**src/rtl/pipe_pkg.sv**
```systemverilog
// pipe_pkg: shared control encoding, depth limit and ID/EX payload layout for pipe_stage_chain users.
package pipe_pkg;
  localparam int PIPE_MAX_DEPTH = 8;
  typedef enum logic [2:0] {CTRL_RESET, CTRL_FLUSH, CTRL_HOLD, CTRL_BUBBLE, CTRL_RUN} ctrl_e;
  localparam int IR_W       = 32;
  localparam int PC4_W      = 32;
  localparam int RS_W       = 32;
  localparam int RT_W       = 32;
  localparam int EXT_W      = 32;
  localparam int LW_W       = 1;
  localparam int R_T_W      = 1;
  localparam int GRF_WE_W   = 1;
  localparam int GRF_REG_W  = 5;
  localparam int IR_OFF     = 0;
  localparam int PC4_OFF    = IR_OFF + IR_W;
  localparam int RS_OFF     = PC4_OFF + PC4_W;
  localparam int RT_OFF     = RS_OFF + RS_W;
  localparam int EXT_OFF    = RT_OFF + RT_W;
  localparam int LW_OFF     = EXT_OFF + EXT_W;
  localparam int R_T_OFF    = LW_OFF + LW_W;
  localparam int GRF_WE_OFF = R_T_OFF + R_T_W;
  localparam int GRF_RS_OFF = GRF_WE_OFF + GRF_WE_W;
  localparam int GRF_RT_OFF = GRF_RS_OFF + GRF_REG_W;
  localparam int GRF_RD_OFF = GRF_RT_OFF + GRF_REG_W;
  localparam int IDEX_W     = GRF_RD_OFF + GRF_REG_W;
  function automatic ctrl_e ctrl_decode(input logic reset, input logic flush, input logic hold, input logic bubble);
    return reset ? CTRL_RESET : flush ? CTRL_FLUSH : hold ? CTRL_HOLD : bubble ? CTRL_BUBBLE : CTRL_RUN;
  endfunction
  function automatic logic [3:0] popcnt(input logic [PIPE_MAX_DEPTH-1:0] v);
    logic [3:0] n;
    n = '0;
    for (int i = 0; i < PIPE_MAX_DEPTH; i++) n = n + 4'(v[i]);
    return n;
  endfunction
endpackage

```
**src/rtl/pipe_stage_cell.sv**
```systemverilog
// pipe_stage_cell: one valid+payload register; kill beats load, neither means keep.
module pipe_stage_cell #(
  parameter int DATA_W       = 32,
  parameter bit ZERO_INVALID = 1'b1
) (
  input  logic              clk,
  input  logic              reset,
  input  logic              load,
  input  logic              kill,
  input  logic              valid_i,
  input  logic [DATA_W-1:0] data_i,
  output logic              valid_o,
  output logic [DATA_W-1:0] data_o
);
  logic              valid_d, valid_q;
  logic [DATA_W-1:0] data_d, data_q;
  always_comb begin
    valid_d = kill ? 1'b0 : load ? valid_i : valid_q;
    data_d  = kill ? (ZERO_INVALID ? '0 : data_q)
            : load ? ((ZERO_INVALID && !valid_i) ? '0 : data_i) : data_q;
  end
  always_ff @(posedge clk) begin
    if (reset) begin
      valid_q <= 1'b0;
      data_q  <= '0;
    end else begin
      valid_q <= valid_d;
      data_q  <= data_d;
    end
  end
  assign valid_o = valid_q;
  assign data_o  = data_q;
endmodule

```
**src/rtl/pipe_stage_chain.sv**
```systemverilog
// pipe_stage_chain: DEPTH-stage valid+payload pipeline with hold/flush/bubble controls.
// Define PIPE_STAGE_PERF_EN to add hold/bubble/flush-kill event counters.
module pipe_stage_chain import pipe_pkg::*; #(
  parameter int DATA_W       = 32,
  parameter int DEPTH        = 1,
  parameter bit ZERO_INVALID = 1'b1
) (
  input  logic              clk,
  input  logic              reset,
  input  logic              hold,
  input  logic              flush,
  input  logic              bubble,
  input  logic              valid_i,
  input  logic [DATA_W-1:0] data_i,
  output logic              valid_o,
  output logic [DATA_W-1:0] data_o,
  output logic [DEPTH-1:0]  valid_vec,
  output logic              busy
`ifdef PIPE_STAGE_PERF_EN
  ,
  output logic [31:0]       hold_cnt,
  output logic [31:0]       bubble_cnt,
  output logic [31:0]       flush_kill_cnt
`endif
);
  ctrl_e             ctrl;
  logic [DEPTH-1:0]  valid_q;
  logic [DATA_W-1:0] data_q [DEPTH];
  assign ctrl = ctrl_decode(reset, flush, hold, bubble);
  if (DEPTH < 1 || DEPTH > PIPE_MAX_DEPTH) begin : g_bad_depth
    $error("pipe_stage_chain: DEPTH out of range");
  end
  for (genvar k = 0; k < DEPTH; k++) begin : g_stage
    logic              vin, kill, load;
    logic [DATA_W-1:0] din;
    if (k == 0) begin : g_head
      // a bubble kills only the entry stage; later stages keep advancing
      assign vin  = valid_i;
      assign din  = data_i;
      assign kill = ctrl == CTRL_FLUSH || ctrl == CTRL_BUBBLE;
      assign load = ctrl == CTRL_RUN;
    end else begin : g_body
      assign vin  = valid_q[k-1];
      assign din  = data_q[k-1];
      assign kill = ctrl == CTRL_FLUSH;
      assign load = ctrl == CTRL_RUN || ctrl == CTRL_BUBBLE;
    end
    pipe_stage_cell #(.DATA_W(DATA_W), .ZERO_INVALID(ZERO_INVALID)) u_cell (
      .clk(clk), .reset(reset), .load(load), .kill(kill),
      .valid_i(vin), .data_i(din), .valid_o(valid_q[k]), .data_o(data_q[k])
    );
  end
  assign valid_vec = valid_q;
  assign valid_o   = valid_q[DEPTH-1];
  assign data_o    = data_q[DEPTH-1];
  assign busy      = |valid_q;
`ifdef PIPE_STAGE_PERF_EN
  logic [31:0] hold_cnt_q, bubble_cnt_q, kill_cnt_q;
  always_ff @(posedge clk) begin
    if (reset) begin
      hold_cnt_q   <= '0;
      bubble_cnt_q <= '0;
      kill_cnt_q   <= '0;
    end else begin
      hold_cnt_q   <= hold_cnt_q + 32'(ctrl == CTRL_HOLD);
      bubble_cnt_q <= bubble_cnt_q + 32'(ctrl == CTRL_BUBBLE);
      kill_cnt_q   <= kill_cnt_q + ((ctrl == CTRL_FLUSH) ? 32'(popcnt(PIPE_MAX_DEPTH'(valid_q))) : 32'd0);
    end
  end
  assign hold_cnt       = hold_cnt_q;
  assign bubble_cnt     = bubble_cnt_q;
  assign flush_kill_cnt = kill_cnt_q;
`endif
endmodule
```
**config.mk**
```make
export PLATFORM = sky130hd
export DESIGN_NAME = pipe_stage_chain
export DESIGN_NICKNAME = d
export VERILOG_FILES = /design/src/rtl/pipe_pkg.sv /design/src/rtl/pipe_stage_cell.sv /design/src/rtl/pipe_stage_chain.sv
export SDC_FILE = /design/constraint.sdc
export NUM_CORES = 1
export LEC_CHECK = 0
export ABC_AREA = 1
export BUFFER_PORTS_ARGS = -buffer_cell sky130_fd_sc_hd__buf_2
export CAP_MARGIN = 10
export CORE_MARGIN = 3
export CORE_UTILIZATION = 52
export CTS_BUF_LIST = sky130_fd_sc_hd__clkbuf_4
export DETAILED_ROUTE_END_ITERATION = 6
export PLACE_DENSITY = 0.88
export SLEW_MARGIN = 10
export SYNTH_ARGS = -nofsm -noshare
export SYNTH_HDL_FRONTEND = slang
export SYNTH_SLANG_ARGS = --single-unit
```
**constraint.sdc**
```tcl
create_clock -name clk -period 1.3 [get_ports clk]
set_input_delay 0.13 -clock clk [delete_from_list [all_inputs] [get_ports clk]]
set_output_delay 0.13 -clock clk [all_outputs]
set_load 0.02 [all_outputs]
```
==> flow_summary.toml, run 1 <==
[detailed_routing]
antenna_left = 0
vias = 1572
finalWirelength_mm = 3.72
drt-wirelength-per-cell_um = 11.7
drc = 0
first_pass_iters = 4
routed_via_density = 4.96
drt_first_iter_violations = 117

[cts]
postCtsSetupRepairBufs = 0
clk_pin_slew_ns = 0.10
cts_tree = "built"
h-tree-depth = 2
root_buffer = "clkbuf_4"
numCtsBuffers = 5
cts.path.max_buffers = 2
clkLatencyLatePin_ns = 0.33
postCtsHoldBufs = 0
cts_sinks = 33
post_cts_resized = 0

[worst_setup_path]
criticalPathCategory = "flip-flop to primary output"
reg2reg_from = "g_stage[0].u_cell.data_o[13]"
start_kind = "flip-flop"
worst-endpoint-required_ns = 1.17
crit_path_cell_trace = "buf_2"
cp.arrival_ns = 0.90
cp_slowest_stage_delay_ns = 0.38
end_kind = "primary output"
cp_top_family = "flip-flops"
critPathLaunch = "g_stage[0].u_cell.valid_o"
worst-path-max-fanout = 4
crit_slowest_cell = "dfxtp_1"
cp_num_buf_inv = 1

[timing]
fmax_mhz = 975
fin_crit_sh_pct = 78.9
fin_crit_ns = 1.03
tightest_slew_ns = 0.332
finalMaxSlewViolations = 0
finalHoldViolCount = 0
finalClockSkew_ns = 0
setup_viol = 0
relSlewSlack_pct = 77.8
rsz0062_at_grt = "no"
finalSetupTns_ns = 0

[job]
cap_violations = 0

[min_path]
hold_class = "input pin to flip-flop"
holdCritStartpoint = "data_i[7]"

[global_route]
grt_pass1_wl_mm = 5.61
grt_antenna_before_repair = 0
grt_util_met1_pct = 22.2
grt_max_degree = 34
top_usage_layer = "met2"
grt_pass1_vias = 1336
use_met3_pct = 6.71
grtUsageTotal_pct = 20.1
use_met2_pct = 36.0
grt_overflow_total = 0

[logic_synthesis]
ys_ff_latch = 33
syn_nets = 257
postSynthCellCount = 219
syn_area_mm2 = 0.00160
yosysSeqAreaShare_pct = 41.4
syn_area_per_cell_um2 = 7.28
synth_top_area_cell = "dfxtp_1"
synth_top_area_share_pct = 41.4
synth.distinct_cells = 14
yosys_warnings = 0
synth_area_leaders = "dfxtp_1 41%, nand2_1 15%, nand3_1 9.1%"

[run_status]
status = "complete, no violations"

[power]
p_per_area_mw_per_mm2 = 882
power.leakage_nw = 1.07
irDropWorstVdd_uv = 694

[floorplan]
pin_count = 73
die_h_um = 61.4
start_util_pct = 56.4
rows = 19
die_w_um = 61.4
coreArea_mm2 = 0.00283
dieArea_mm2 = 0.00377

[placement]
placed_cell_area_mm2 = 0.00194
dp_hpwl_mm = 2.65
io_buffers = 72
dp.cells = 311
gp_congestion = 0.742

[layout]
antennaDiodeCount = 0
final_cells = 317
final_common_cell = "buf_2"
final_cell_mix = "72 x buf_2, 65 x nand2_1, 33 x inv_1, 33 x dfxtp_1, 29 x nand3_1"
syn2layout_area_growth_pct = 24.3
finalInstanceArea_mm2 = 0.00198
drive_gt1_share_pct = 35.7
fin_util_pct = 70.1
nets = 325
==> per-stage QoR <==
step / power, mW / hold WS (ns) / setup slack [ns]
CTS: 1.77 / 0.107 / 0.261
detailed placement: 1.27 / 0.454 / 0.183
global placement: 1.27 / 0.449 / 0.204
finish: 1.75 / 0.116 / 0.275
global route: 1.82 / 0.141 / 0.213
floorplan: 1.18 / 0.329 / 0.502
==> final timing paths <==
kind	end	slack [ns]	depth (start not counted)
setup reg to reg	g_stage[0].u_cell.data_o[13]	0.62	2
hold / removal	g_stage[0].u_cell.data_o[7]	0.12	5
setup / recovery	valid_o	0.27	1
hold reg to reg	g_stage[0].u_cell.data_o[20]	0.47	2
==> synthesized netlist by cell type (all sizes together) <==
master and n:
a21oi 33, buf 18, dfxtp 33, inv 33
nand2 66, nand3 33, nor2 2, o21ai 1
==> registers in the layout, summed over array words and instances, names as in the netlist <==
signal / cells
g_stage.u_cell.valid_o: 1
g_stage.u_cell.data_o: 32
==> layer usage <==
metal / up-vias / routed length (µm)
met5: - / 0
met4: 0 / 53
met3: 5 / 311
met2: 62 / 1870
met1: 694 / 1480
li1: 811 / -
==> cell families after synthesis <==
family                 count (synthesis)  synth area share [%]
flip-flops                            33                  41.4
AO/OA/AOI/OAI                         34                  13.0
buffers and inverters                 51                  16.0
AND/OR/NAND/NOR                      101                  29.6
==> power breakdown <==
| group | internal [mW] | switching, mW | leakage (nW) |
|---|---|---|---|
| clock | 0.187 | 0.317 | 0.0269 |
| combinational | 0.0937 | 0.136 | 0.776 |
| sequential | 1.01 | 0.00198 | 0.266 |
==> area by class of cell <==
cell class / count / area (µm²)
clock buffer: 5 / 37.5
clock inverter: 1 / 5.00
fill: 252 / 846
inverter: 33 / 124
multi-input combinational: 135 / 679
sequential: 33 / 661
tap: 31 / 38.8
timing repair buffer: 79 / 438
Note: power is estimated with default switching activity, not from simulation.
==> run 2, diff against run 1 <==
--- a/config.mk
+++ b/config.mk
@@ -9,10 +9,10 @@
 export BUFFER_PORTS_ARGS = -buffer_cell sky130_fd_sc_hd__buf_2
 export CAP_MARGIN = 10
 export CORE_MARGIN = 3
-export CORE_UTILIZATION = 52
+export CORE_UTILIZATION = 43
 export CTS_BUF_LIST = sky130_fd_sc_hd__clkbuf_4
 export DETAILED_ROUTE_END_ITERATION = 6
-export PLACE_DENSITY = 0.88
+export PLACE_DENSITY = 0.77
 export SLEW_MARGIN = 10
 export SYNTH_ARGS = -nofsm -noshare
 export SYNTH_HDL_FRONTEND = slang
==> constraint.sdc (replaced) <==
create_clock -name clk -period 0.9 [get_ports clk]
set_input_delay 0.09 -clock clk [delete_from_list [all_inputs] [get_ports clk]]
set_output_delay 0.09 -clock clk [all_outputs]
set_load 0.02 [all_outputs]
==> flow_summary.toml, run 2 (synthesized netlist as in run 1, its figures left out) <==
[timing]
rsz0062_at_grt = "yes"
finalClockSkew_ns = 0
finalMaxSlewViolations = 0
finalHoldViolCount = 0
tightest_slew_ns = 0.343
fin_crit_sh_pct = 103
setup_viol = 3
whs_ns = 0.0854
fin_crit_ns = 0.924
fmax_mhz = 1080
relSlewSlack_pct = 77.1
finalWorstSetupSlack_ns = -0.0237

[run_status]
violations = "setup timing"
status = "finished, violations left"

[worst_setup_path]
cp_slowest_stage_delay_ns = 0.39
reg2reg_from = "g_stage[0].u_cell.data_o[11]"
cp_top_family = "flip-flops"
reg2reg_to = "g_stage[0].u_cell.data_o[11]"
rrSetupSlack_ns = 0.18
start_kind = "flip-flop"
crit_path_cell_trace = "buf_6"
crit_slowest_cell = "dfxtp_4"
worst-path-max-fanout = 4
cp_num_buf_inv = 1
worst-endpoint-required_ns = 0.81
end_kind = "primary output"
ff2ff_path_depth = 3
criticalPathCategory = "flip-flop to primary output"
cp.arrival_ns = 0.83

[power]
p_per_area_mw_per_mm2 = 1220
p_seq_share_pct = 50.2
irDropWorstVdd_uv = 801
pwr-share-comb_pct = 12.7
power.leakage_nw = 1.17
swShare_pct = 23.5
clockPowerShare_pct = 37.1
internal-power_mw = 2.23
p_sw_mw = 0.686
p_total_mw = 2.92

[cts]
numCtsBuffers = 5
h-tree-depth = 2
clkLatencyLatePin_ns = 0.31
postCtsHoldBufs = 0
root_buffer = "clkbuf_4"
cts_sinks = 33
cts_tree = "built"
clk_pin_slew_ns = 0.10
cts.path.max_buffers = 2

[detailed_routing]
drt_first_iter_violations = 139
antenna_left = 0
drc = 0
first_pass_iters = 4
vias = 1605
routed_via_density = 4.69
finalWirelength_mm = 4.20
drt-wirelength-per-cell_um = 12.3

[global_route]
grt_pass1_wl_mm = 6.78
grt_overflow_total = 0
grt_max_degree = 34
grt_pass1_vias = 1530
grtUsageTotal_pct = 20.0
grt_antenna_before_repair = 0

[layout]
final_common_cell = "nand2_1"
nets = 333
largest_register_ffs = 32
antennaDiodeCount = 0
drive_gt1_share_pct = 48.6
final_cell_mix = "65 x nand2_1, 37 x buf_2, 35 x buf_6, 33 x inv_1, 32 x dfxtp_2"
syn2layout_area_growth_pct = 49.6

[floorplan]
start_util_pct = 46.3
coreArea_mm2 = 0.00344
pin_count = 73
rows = 21
die_w_um = 66.9
die_h_um = 66.9
dieArea_mm2 = 0.00448

[min_path]
worst_hold_path.endpoint = "g_stage[0].u_cell.data_o[9]"
hold_class = "input pin to flip-flop"
holdCritStartpoint = "data_i[9]"
min_path_cells = 5

[placement]
gp_congestion = 0.787
dp_hpwl_mm = 2.74
io_buffers = 72

[job]
cap_violations = 0
==> run 2: cell count changes in the layout (fill, tap and decap cells not counted), moves of 2 or more <==
cell     delta
buf_2      -35
buf_6      +35
dfxtp_1    -33
dfxtp_2    +32
buf_4       +6
buf_12      +2
==> run 2: worst max path at each step <==
| stage | startpoint | depth (start not counted) | endpoint | slack, ns |
|---|---|---|---|---|
| 2_1_floorplan | hold | 5 | g_stage[0].u_cell.data_o[10] | 0.14 |
| 3_3_place_gp | flush | 5 | g_stage[0].u_cell.data_o[2] | -0.06 |
| 3_5_place_dp | flush | 5 | g_stage[0].u_cell.data_o[6] | -0.1 |
| 4_1_cts | g_stage[0].u_cell.valid_o | 1 | valid_o | -0.05 |
| 5_1_grt | g_stage[0].u_cell.valid_o | 1 | valid_o | -0.07 |
| 6_report | g_stage[0].u_cell.valid_o | 1 | valid_vec | -0.02 |
==> run 2: timing repair <==
action | CTS | global route
setup buffers | 0 | 5
setup endpoints to repair | 35 | 32
gates resized for setup | 103 | 1
==> run 2: area by class of cell <==
| class | instances | area [µm²] |
|---|---|---|
| multi-input combinational | 135 | 679 |
| timing repair buffer | 87 | 742 |
| clock buffer | 6 | 45.0 |
| fill | 315 | 1060 |
| inverter | 33 | 124 |
| tap | 46 | 57.6 |
| sequential | 33 | 704 |
| clock inverter | 2 | 33.8 |
==> run 2: per-stage QoR <==
step / worst slack (ns) / area (µm²) / std cells / util (%) / TNS (ns)
4_1_cts: -0.0476 / 2340 / 337 / 68.1 / -0.156
6_report: -0.0237 / 2390 / 342 / 69.3 / -0.0670
5_1_grt: -0.0669 / 2390 / 342 / 69.3 / -0.790
2_1_floorplan: 0.142 / 1600 / 219 / - / 0
3_3_place_gp: -0.0575 / 2010 / 329 / 58.3 / -1.59
3_5_place_dp: -0.0957 / 2010 / 329 / 58.3 / -2.21
==> run 2: power groups by stage <==
stage / logic (mW) / registers, mW / clock network [mW]
2_1_floorplan: 0.202 / 1.51 / 0
3_3_place_gp: 0.360 / 1.50 / 0
3_5_place_dp: 0.362 / 1.50 / 0
4_1_cts: 0.371 / 1.46 / 1.11
5_1_grt: 0.410 / 1.47 / 1.18
6_report: 0.372 / 1.46 / 1.08
==> run 2: routing by layer <==
| layer | wire length, µm | track usage, % | part of all wire, % | vias to the layer above |
|---|---|---|---|---|
| met5 | 0 | 0 | 0 | - |
| met4 | 70 | 7.85 | 1.7 | 0 |
| met3 | 272 | 5.90 | 6.5 | 4 |
| met2 | 2150 | 35.1 | 51 | 53 |
| met1 | 1710 | 22.6 | 41 | 718 |
| li1 | - | - | - | 830 |
==> run 3, diff against run 2 <==
==> constraint.sdc (replaced) <==
create_clock -name clk -period 0.9 [get_ports clk]
set_input_delay 0.18 -clock clk [delete_from_list [all_inputs] [get_ports clk]]
set_output_delay 0.18 -clock clk [all_outputs]
set_load 0.02 [all_outputs]
==> flow_summary.toml, run 3 (synthesized netlist as in run 1, its figures left out) <==
[floorplan]
dieArea_mm2 = 0.00448
die_w_um = 66.9
coreArea_mm2 = 0.00344
start_util_pct = 46.3
pin_count = 73
rows = 21
die_h_um = 66.9

[global_route]
grt_pass1_wl_mm = 6.79
grt_max_degree = 34
grt_pass1_vias = 1549
grt_antenna_before_repair = 0
grt_overflow_total = 0
grtUsageTotal_pct = 19.9

[timing]
fmax_mhz = 990
rsz0062_at_grt = "yes"
whs_ns = 0.170
finalMaxSlewViolations = 0
relSlewSlack_pct = 77.7
setup_viol = 35
finalClockSkew_ns = 0
finalHoldViolCount = 0
finalSetupTns_ns = -2.33
tightest_slew_ns = 0.334
fin_crit_ns = 1.01
fin_crit_sh_pct = 112
finalWorstSetupSlack_ns = -0.111

[worst_setup_path]
cp_num_buf_inv = 1
start_kind = "flip-flop"
cp.arrival_ns = 0.83
end_kind = "primary output"
worst-path-max-fanout = 4
cp_slowest_stage_delay_ns = 0.39
crit_path_cell_trace = "buf_6"
crit_slowest_cell = "dfxtp_4"
worst-endpoint-required_ns = 0.72
criticalPathCategory = "flip-flop to primary output"
cp_top_family = "flip-flops"

[cts]
h-tree-depth = 2
cts_sinks = 33
root_buffer = "clkbuf_4"
cts_tree = "built"
numCtsBuffers = 5
clk_pin_slew_ns = 0.09
cts.path.max_buffers = 2
clkLatencyLatePin_ns = 0.32

[detailed_routing]
finalWirelength_mm = 4.26
antenna_left = 0
vias = 1614
first_pass_iters = 5
drt_first_iter_violations = 114
drt-wirelength-per-cell_um = 12.3
routed_via_density = 4.65
drc = 0

[layout]
nets = 339
drive_gt1_share_pct = 49.5
largest_register_ffs = 32
antennaDiodeCount = 0
final_cell_mix = "65 x nand2_1, 37 x buf_2, 35 x buf_6, 33 x inv_1, 32 x dfxtp_2"
final_cells = 347
fillers = 312
finalInstanceArea_mm2 = 0.00240
final_common_cell = "nand2_1"
syn2layout_area_growth_pct = 50.5

[min_path]
hold_class = "input pin to flip-flop"

[power]
p_per_area_mw_per_mm2 = 1090
power.leakage_nw = 1.19
irDropWorstVdd_uv = 838
p_total_mw = 2.61

[placement]
gp_congestion = 0.787
dp.cells = 329
placed_cell_area_mm2 = 0.00201
io_buffers = 72
dp_hpwl_mm = 2.71

[job]
cap_violations = 0

[run_status]
status = "finished, violations left"
violations = "setup timing"
[run 3: changes by cell type in the layout (fill, tap and decap cells not counted)]
cell and delta:
buf_4 +6, bufinv_16 -1
[run 3: power breakdown]
group          switching [mW]  leakage [nW]  internal [mW]
clock network           0.457        0.0292          0.313
registers             0.00403         0.283           1.46
logic                   0.211         0.880          0.164
[run 3: what timing repair did]
| action | in CTS | in global routing |
|---|---|---|
| endpoints found under the setup margin | 35 | 35 |
| buffers inserted | 3 | 8 |
| gates resized for setup | 104 | 0 |
| hold buffers | 0 | 0 |
[run 3: layout make-up]
cell class / instances / area [µm²] / area share [%]
sequential: 33 / 704 / 29.3
tap: 46 / 57.6 / 2.40
clock inverter: 1 / 3.75 / 0.156
inverter: 33 / 124 / 5.16
timing repair buffer: 93 / 787 / 32.8
multi-input combinational: 135 / 679 / 28.3
clock buffer: 6 / 45.0 / 1.88
[run 3: final timing paths]
check	start	endpoint	slack, ns	cells past startpoint
worst max register to register	g_stage[0].u_cell.data_o[25]	g_stage[0].u_cell.data_o[25]	0.11	4
worst min register to register	g_stage[0].u_cell.data_o[0]	g_stage[0].u_cell.data_o[0]	0.47	2
worst max-delay path	g_stage[0].u_cell.valid_o	valid_vec	-0.11	1
worst min-delay path	data_i[9]	g_stage[0].u_cell.data_o[9]	0.17	5
[run 3: stage by stage]
step	util, %	setup WS, ns
final	69.8	-0.111
after global routing	69.8	-0.156
after CTS	68.0	-0.119
after detailed placement	58.3	-0.175
after global placement	58.3	-0.148
after floorplan	-	0.0516
[run 3: layer usage]
metal / vias up / part of all wire (%) / wire (µm) / track usage [%]
met2: 46 / 51 / 2160 / 35.0
met1: 719 / 41 / 1730 / 22.0
met5: - / 0 / 0 / 0
li1: 840 / - / - / -
met3: 9 / 6.3 / 269 / 6.24
met4: 0 / 2.3 / 98 / 7.85
